File: src/rtl/wb_port_arbiter_if.sv
// Write-back bus: two queued requesters (ALU rd, load rt) in, one register-file write port out.
// Handshake: an entry transfers on a rising edge where valid && ready; ready depends only on FIFO occupancy.
interface wb_port_arbiter_if #(
    parameter int DATA_W = 32,
    parameter int ADDR_W = 5
);
    logic              alu_valid;
    logic              alu_ready;
    logic [ADDR_W-1:0] alu_reg;
    logic [DATA_W-1:0] alu_data;
    logic              mem_valid;
    logic              mem_ready;
    logic [ADDR_W-1:0] mem_reg;
    logic [DATA_W-1:0] mem_data;
    logic              reg_write;
    logic [ADDR_W-1:0] write_reg;
    logic [DATA_W-1:0] write_data;
    logic              last_grant;
    logic              busy;

    modport master (
        output alu_valid, alu_reg, alu_data, mem_valid, mem_reg, mem_data,
        input  alu_ready, mem_ready, reg_write, write_reg, write_data, last_grant, busy
    );

    modport slave (
        input  alu_valid, alu_reg, alu_data, mem_valid, mem_reg, mem_data,
        output alu_ready, mem_ready, reg_write, write_reg, write_data, last_grant, busy
    );
endinterface

File: src/rtl/wb_port_arbiter.sv
// Two per-requester FIFOs feeding a round-robin / fixed-priority arbiter
// that drives a registered register-file write port.
module wb_port_arbiter #(
    parameter int DATA_W     = 32,
    parameter int ADDR_W     = 5,
    parameter int FIFO_DEPTH = 2,
    parameter int RR_EN      = 1
) (
    input  logic             clk,
    input  logic             rst_n,
    wb_port_arbiter_if.slave bus
);
    localparam int PTR_W = $clog2(FIFO_DEPTH);
    localparam int CNT_W = $clog2(FIFO_DEPTH + 1);
    localparam int ENT_W = ADDR_W + DATA_W;
    localparam int ALU   = 0;
    localparam int MEM   = 1;

    typedef logic [ENT_W-1:0] entry_t;

    entry_t            fifo_mem [2][FIFO_DEPTH];
    logic [PTR_W-1:0]  wr_ptr   [2];
    logic [PTR_W-1:0]  rd_ptr   [2];
    logic [CNT_W-1:0]  count    [2];
    entry_t            in_entry [2];
    logic [1:0]        valid;
    logic [1:0]        ready;
    logic [1:0]        push;
    logic [1:0]        pop;
    logic [1:0]        not_empty;
    logic              grant_any;
    logic              grant_mem;
    entry_t            head;
    logic              last_grant;
    logic              reg_write;
    logic [ADDR_W-1:0] write_reg;
    logic [DATA_W-1:0] write_data;

    assign valid         = {bus.mem_valid, bus.alu_valid};
    assign in_entry[ALU] = {bus.alu_reg, bus.alu_data};
    assign in_entry[MEM] = {bus.mem_reg, bus.mem_data};

    // Ready looks at the pre-pop count, so a full FIFO refuses even while it drains.
    always_comb begin
        for (int i = 0; i < 2; i++) begin
            not_empty[i] = (count[i] != '0);
            ready[i]     = rst_n && (count[i] != CNT_W'(FIFO_DEPTH));
        end
    end

    assign push = valid & ready;

    always_comb begin
        grant_any = 1'b1;
        grant_mem = 1'b0;
        if (not_empty == 2'b11) begin
            grant_mem = (RR_EN != 0) ? ~last_grant : 1'b0;
        end else if (not_empty[MEM]) begin
            grant_mem = 1'b1;
        end else if (!not_empty[ALU]) begin
            grant_any = 1'b0;
        end
        pop  = grant_any ? (grant_mem ? 2'b10 : 2'b01) : 2'b00;
        head = fifo_mem[grant_mem][rd_ptr[grant_mem]];
    end

    always_ff @(posedge clk or negedge rst_n) begin
        if (!rst_n) begin
            for (int i = 0; i < 2; i++) begin
                wr_ptr[i] <= '0;
                rd_ptr[i] <= '0;
                count[i]  <= '0;
            end
        end else begin
            for (int i = 0; i < 2; i++) begin
                if (push[i]) wr_ptr[i] <= wr_ptr[i] + PTR_W'(1);
                if (pop[i])  rd_ptr[i] <= rd_ptr[i] + PTR_W'(1);
                if (push[i] && !pop[i]) begin
                    count[i] <= count[i] + CNT_W'(1);
                end else if (!push[i] && pop[i]) begin
                    count[i] <= count[i] - CNT_W'(1);
                end
            end
        end
    end

    always_ff @(posedge clk) begin
        for (int i = 0; i < 2; i++) begin
            if (push[i]) fifo_mem[i][wr_ptr[i]] <= in_entry[i];
        end
    end

    // A $zero destination is popped normally but never enables the write.
    always_ff @(posedge clk or negedge rst_n) begin
        if (!rst_n) begin
            reg_write  <= 1'b0;
            write_reg  <= '0;
            write_data <= '0;
            last_grant <= 1'b1;
        end else if (grant_any) begin
            reg_write  <= (head[ENT_W-1 -: ADDR_W] != '0);
            write_reg  <= head[ENT_W-1 -: ADDR_W];
            write_data <= head[DATA_W-1:0];
            last_grant <= grant_mem;
        end else begin
            reg_write  <= 1'b0;
        end
    end

    assign bus.alu_ready  = ready[ALU];
    assign bus.mem_ready  = ready[MEM];
    assign bus.reg_write  = reg_write;
    assign bus.write_reg  = write_reg;
    assign bus.write_data = write_data;
    assign bus.last_grant = last_grant;
    assign bus.busy       = (count[ALU] != '0) | (count[MEM] != '0) | reg_write;
endmodule

File: src/flat_wrapper.sv
// flat-port wrapper written by rule: the top's interface ports become plain ports
module wb_port_arbiter_flat 
#(
    parameter int DATA_W     = 32,
    parameter int ADDR_W     = 5,
    parameter int FIFO_DEPTH = 2,
    parameter int RR_EN      = 1
)
  (clk, rst_n, bus_alu_valid, bus_alu_reg, bus_alu_data, bus_mem_valid, bus_mem_reg, bus_mem_data, bus_alu_ready, bus_mem_ready, bus_reg_write, bus_write_reg, bus_write_data, bus_last_grant, bus_busy);
  wb_port_arbiter_if #(.DATA_W(DATA_W), .ADDR_W(ADDR_W)) bus_i ();
  input  logic clk;
  input  logic rst_n;
  input wire logic [$bits(bus_i.alu_valid)-1:0] bus_alu_valid;
  input wire logic [$bits(bus_i.alu_reg)-1:0] bus_alu_reg;
  input wire logic [$bits(bus_i.alu_data)-1:0] bus_alu_data;
  input wire logic [$bits(bus_i.mem_valid)-1:0] bus_mem_valid;
  input wire logic [$bits(bus_i.mem_reg)-1:0] bus_mem_reg;
  input wire logic [$bits(bus_i.mem_data)-1:0] bus_mem_data;
  output wire logic [$bits(bus_i.alu_ready)-1:0] bus_alu_ready;
  output wire logic [$bits(bus_i.mem_ready)-1:0] bus_mem_ready;
  output wire logic [$bits(bus_i.reg_write)-1:0] bus_reg_write;
  output wire logic [$bits(bus_i.write_reg)-1:0] bus_write_reg;
  output wire logic [$bits(bus_i.write_data)-1:0] bus_write_data;
  output wire logic [$bits(bus_i.last_grant)-1:0] bus_last_grant;
  output wire logic [$bits(bus_i.busy)-1:0] bus_busy;
  assign bus_i.alu_valid = bus_alu_valid;
  assign bus_i.alu_reg = bus_alu_reg;
  assign bus_i.alu_data = bus_alu_data;
  assign bus_i.mem_valid = bus_mem_valid;
  assign bus_i.mem_reg = bus_mem_reg;
  assign bus_i.mem_data = bus_mem_data;
  assign bus_alu_ready = bus_i.alu_ready;
  assign bus_mem_ready = bus_i.mem_ready;
  assign bus_reg_write = bus_i.reg_write;
  assign bus_write_reg = bus_i.write_reg;
  assign bus_write_data = bus_i.write_data;
  assign bus_last_grant = bus_i.last_grant;
  assign bus_busy = bus_i.busy;
  wb_port_arbiter #(.DATA_W(DATA_W), .ADDR_W(ADDR_W), .FIFO_DEPTH(FIFO_DEPTH), .RR_EN(RR_EN)) u_core (.clk(clk), .rst_n(rst_n), .bus(bus_i));
endmodule
File: config.mk
export PLATFORM = sky130hd
export DESIGN_NAME = wb_port_arbiter_flat
export DESIGN_NICKNAME = d
export VERILOG_FILES = /design/src/rtl/wb_port_arbiter_if.sv /design/src/rtl/wb_port_arbiter.sv /design/src/flat_wrapper.sv
export SDC_FILE = /design/constraint.sdc
export NUM_CORES = 1
export LEC_CHECK = 0
export CAP_MARGIN = 25
export CORE_ASPECT_RATIO = 0.8
export CORE_UTILIZATION = 46
export DETAILED_ROUTE_END_ITERATION = 10
export GPL_TIMING_DRIVEN = 0
export PLACE_DENSITY_LB_ADDON = 0.05
export SLEW_MARGIN = 20
export SYNTH_ARGS = -nofsm -noshare
export SYNTH_HDL_FRONTEND = slang
export SYNTH_SLANG_ARGS = --single-unit
File: constraint.sdc
create_clock -name clk -period 3.7 [get_ports clk]
set_input_delay 1.11 -clock clk [delete_from_list [all_inputs] [get_ports clk]]
set_output_delay 1.11 -clock clk [all_outputs]
set_load 0.02 [all_outputs]
==> Word-level counts from Yosys, hierarchy flattened <==
Memory sizes are Yosys's and may differ from the RTL's.
Index checks and enable logic that the tools add are counted.
{ "word_totals": {"register_bits": 47, "latchBits": 0, "ram_bits": 148, "mem_bits_ro": 0, "input_bits": 78, "output_inout_bits": 42, "word_cells": 79, "memories": 1} }
{ "classes": {"n_addsub": 8, "multipliers": 0, "div_mod_pow": 0, "order_cmp": 6, "n_eq_ne": 3, "n_shift": 0, "n_mux": 26, "bitwise_logic": 8, "reduce_logical": 17} }
{ "mem_list": {"columns": ["memory", "words", "width", "read_ports", "rd_ports_with_merged_regs", "write_ports", "line", "source"], "rows": [
  ["u_core.fifo_mem", 2, 74, 1, 0, 2, "wb_port_arbiter.sv:21", "entry_t fifo_mem [2][FIFO_DEPTH];"]
]} }
{ "ops": {"columns": ["op", "n"], "rows": [
  ["$mux 37", 5],
  ["$mux 74", 2],
  ["$demux 37 s1", 2],
  ["$mux 2", 6],
  ["$mux 1", 11],
  ["$ge 2x2->1 const B", 4],
  ["$logic_and 1x1->1", 8],
  ["$not 1->2", 4],
  ["$reduce_bool 2->1", 4],
  ["$reduce_bool 5->1", 1],
  ["$add 1x1->1 const B", 4],
  ["$add 2x1->2 const B", 2],
  ["$logic_not 1->1", 4],
  ["$lt 2x1->1 const B", 2],
  ["$ne 2x2->1 const B", 2],
  ["$sub 2x1->2 const B", 2],
  ["$and 2x2->2", 1],
  ["$eq 2x2->1 const B", 1],
  ["$or 1x1->1", 2],
  ["$not 1->1", 1]
]} }

==> Longest topological paths before layout <==
{ "logic_depth": {"ltp_word": 13, "depth_mapped": 9, "mapped_depth_nobuf": 8} }

==> Worst setup path before layout <==
Ideal clock, no wire load.
{ "synth_timing": {"path_kind": "input to register", "start": "in rst_n", "end": "mem u_core.fifo_mem[0][37] in the netlist's numbering, enable pin", "setup_time_ps": 431, "t_arrival_ps": 3531, "required_time_ps": 3269, "slack_ps": -262, "path_stages": 3, "path_buffers": 0, "path_cell_list": "a21boi_0 > nand2_1 > nor2_1"} }
{ "synth_rtl": {"columns": ["element", "line", "source"], "rows": [
  ["from (decl)", "flat_wrapper.sv:12", "input logic rst_n;"],
  ["to (decl)", "wb_port_arbiter.sv:21", null]
]} }

==> Worst setup path in the final report <==
{ "layout_timing": {"start": "in rst_n", "end": "out bus_alu_ready"} }
{ "layout_via": {"elab_chain_len": 1} }
{ "layout_rtl": {"columns": ["element", "line", "source"], "rows": [
  ["$logic_and 1x1->1", "wb_port_arbiter.sv:47", "ready[i] = rst_n && (count[i] != CNT_W'(FIFO_DEPTH));"],
  ["to (decl)", "flat_wrapper.sv:19", "output wire logic [$bits(bus_i.alu_ready)-1:0] bus_alu_ready;"]
]} }
No other way between the ends.

==> qor.yml <==
status: "finished, final reports clean"
reg2reg_slack_ns: 1.56
antenna_found_initial: 0
pin_count: 120
period_needed_ns: 3.513
setup_viol: 0
endpoint_kind: "output port"
synth_cells: 493
drv_slew: 0
layoutNonFillerInstCount: 864
largest_reg_flops: 148
num_vias: 4595
syn_nets: 573
wirelength_microns: 17360
row_count: 41
drt_iter0_markers: 353
synthMostInstantiatedCell: "edfxtp_1"
maxCapViolCount: 0
first_global_vias: 4741
yosysWarningCount: 0
insertion_delay_ns: 0.43
netlist_area_sq_um: 7634
leakage_uw: 0.003321
setup_slack_ns: 0.1868
synth_top_family_by_area: "compound AO/OA/AOI/OAI gates"
hold_path.class: "reg -> reg"
viasPerCell: 5.318
diodes: 0
grt_pass1_wl_microns: 26850
cts_buffers: 17
p_sw_uw: 2796
synth_edf_count: 148
coreArea_sq_um: 16010
hold_violations: 0
synthTopCellsByCount: "edfxtp_1 (148), nor2b_1 (65), a211oi_1 (49), dfrtp_1 (46), nand2_1 (39)"
synthAdderAreaFrac_pct: 0.3278
grt_start_max_net_pins: 50
htreeDepth: 4
ys.flop_type: "edfxtp_1"
firstDrtPassIters: 4
start_util_pct: 47.69
seqPwrFrac_pct: 38.6
tritoncts: "done"
yosysTopAreaCellShare_pct: 58.22
p_per_area_nw_per_um2: 824.1
gp_congestion: 0.7791
worst_pin_slew_ns: 0.7459
numPortBuffers: 119
p_clk_share_pct: 22.9
synth_mux_area_share_pct: 1.246
clock_tree.root_cell: "clkbuf_16"
clock-sinks: 195
dp_hpwl_microns: 11480
startpoint: "rst_n"
finalCritPeriodShare_pct: 94.95
synth_top_cell_by_area: "edfxtp_1"
crit_fanout: 49
cp-start-kind: "input pin"
crit_type: "in -> out"
ys_ff_latch: 195
synth.distinct_cells: 38
p_comb_share_pct: 38.5
cp.arrival_ns: 2.40
syn2layout_area_growth_pct: 29.00
cp.required_ns: 2.59
wl_per_cell_microns: 20.09
seq_area_frac_synth_pct: 73.64
grt-ovfl-total: 0
maxSlewHeadroom_pct: 50.27
worstReg2RegStart: "u_core.count[2]"
synth_compound_area_share_pct: 12.18
fp.dieArea_sq_um: 17120
grtUsageTotal_pct: 21.64
die_h_microns: 117.2
hp-start: "u_core.bus.write_data[17]"
synth-xor-area-share_pct: 1.147
ys_top_cells_by_area: "edfxtp_1 (58%), dfrtp_1 (15%), nor2b_1 (5.3%)"
syn_avg_cell_area_sq_um: 15.48
synth_simple_gate_area_share_pct: 8.802
drcViolationCount: 0
postCtsSetupBuffers: 0
nNetsFinal: 716
path_clk_slew_ns: 0.06
rsz0062_at_grt: "no"
skew_ns: 0.008511
hold_buffers: 0
switching_share_pct: 34.45
dp.cells: 832
ir_drop_v: 0.0005056
drtAntennaViolNets: 0
clockBufferDepth: 2
drive_gt1_share_pct: 12.94
internal_power_uw: 5319
preCtsSetupSlack_ns: -0.3212
clock.fmax_mhz: 284.6
synth_async_sr_flop_share_pct: 24.10
die_w_microns: 146.0
final_util_pct: 61.52
routing by layer:
layer  share of wire, %  track usage [%]
met1                 46            29.40
met2                 49            35.69
met3                4.1            3.643
met4               0.83            8.056
met5                  0                0
what timing repair did:
| action | in CTS | in global routing |
|---|---|---|
| endpoints found under the setup margin | 2 | 2 |
| gates cloned | 0 | 0 |
| endpoints found under the hold margin | 0 | 0 |
| gates resized for setup | 3 | 2 |
power by group through the flow:
stage,Combinational (uW),Clock [uW],Sequential (uW)
final,3130,1850,3130
after floorplan,1670,0,3390
after global placement,3040,0,3170
after detailed placement,3160,0,3180
after CTS,3170,1890,3140
after global routing,3410,1970,3180
cells by family (layout without fill, tap and decap cells):
logic type                 Yosys count  after routing
AOI/OAI and AO/OA                  115            115
xor gates and xnor gates            10             10
adders and majority gates            2              2
buffers and inverters               37            193
DFF                                195            195
muxes                                9              9
and+or+nand+nor                    125            125
cell type report:
class	count	area, sq um
Buffer	32	183.9
Clock buffer	23	467.9
Clock inverter	9	128.9
Fill cell	1254	6158
Inverter	5	18.77
Multi-Input combinational cell	261	1831
Sequential cell	195	5622
Tap cell	215	269.0
Timing Repair Buffer	124	1326
critical path: stages:
cell and delay [ns]:
buf_8 0.31, a21boi_2 0.32, clkdlybuf4s50_1 0.64
per-stage QoR:
| step | hold WS, ns | setup TNS [ns] | area [sq um] | total power [uW] |
|---|---|---|---|---|
| CTS | 0.4812 | 0 | 9843 | 8194 |
| floorplan | 0.4505 | 0 | 7639 | 5059 |
| detailed placement | 0.4679 | -0.5120 | 9239 | 6336 |
| finish | 0.4789 | 0 | 9847 | 8115 |
| global route | 0.5112 | 0 | 9847 | 8555 |
| global placement | 0.4601 | -377.33 | 9099 | 6210 |
final timing paths:
path / endpoint / depth (start not counted)
setup / recovery: bus_alu_ready / 3
max in group asynchronous: u_core.bus.last_grant / 1
min in group asynchronous: u_core.wr_ptr[0] / 1
setup reg to reg: u_core.fifo_mem[0][55] / 5
hold / removal: u_core.bus.write_data[17] / 2
hold reg to reg: u_core.bus.write_data[17] / 2
placed cells by master (no fill, tap or decap), drive strengths merged, types with 5 or more instances in the layout:
| master | n |
|---|---|
| edfxtp | 148 |
| clkdlybuf4s50 | 118 |
| nor2b | 65 |
| a211oi | 65 |
| dfrtp | 46 |
| nand2 | 39 |
| clkbuf | 35 |
| o31ai | 33 |
| buf | 26 |
| o21ai | 8 |
| xnor2 | 6 |
| mux2i | 5 |
| inv | 5 |
| nor2 | 5 |
No activity file was read; power rests on OpenSTA's default activity.
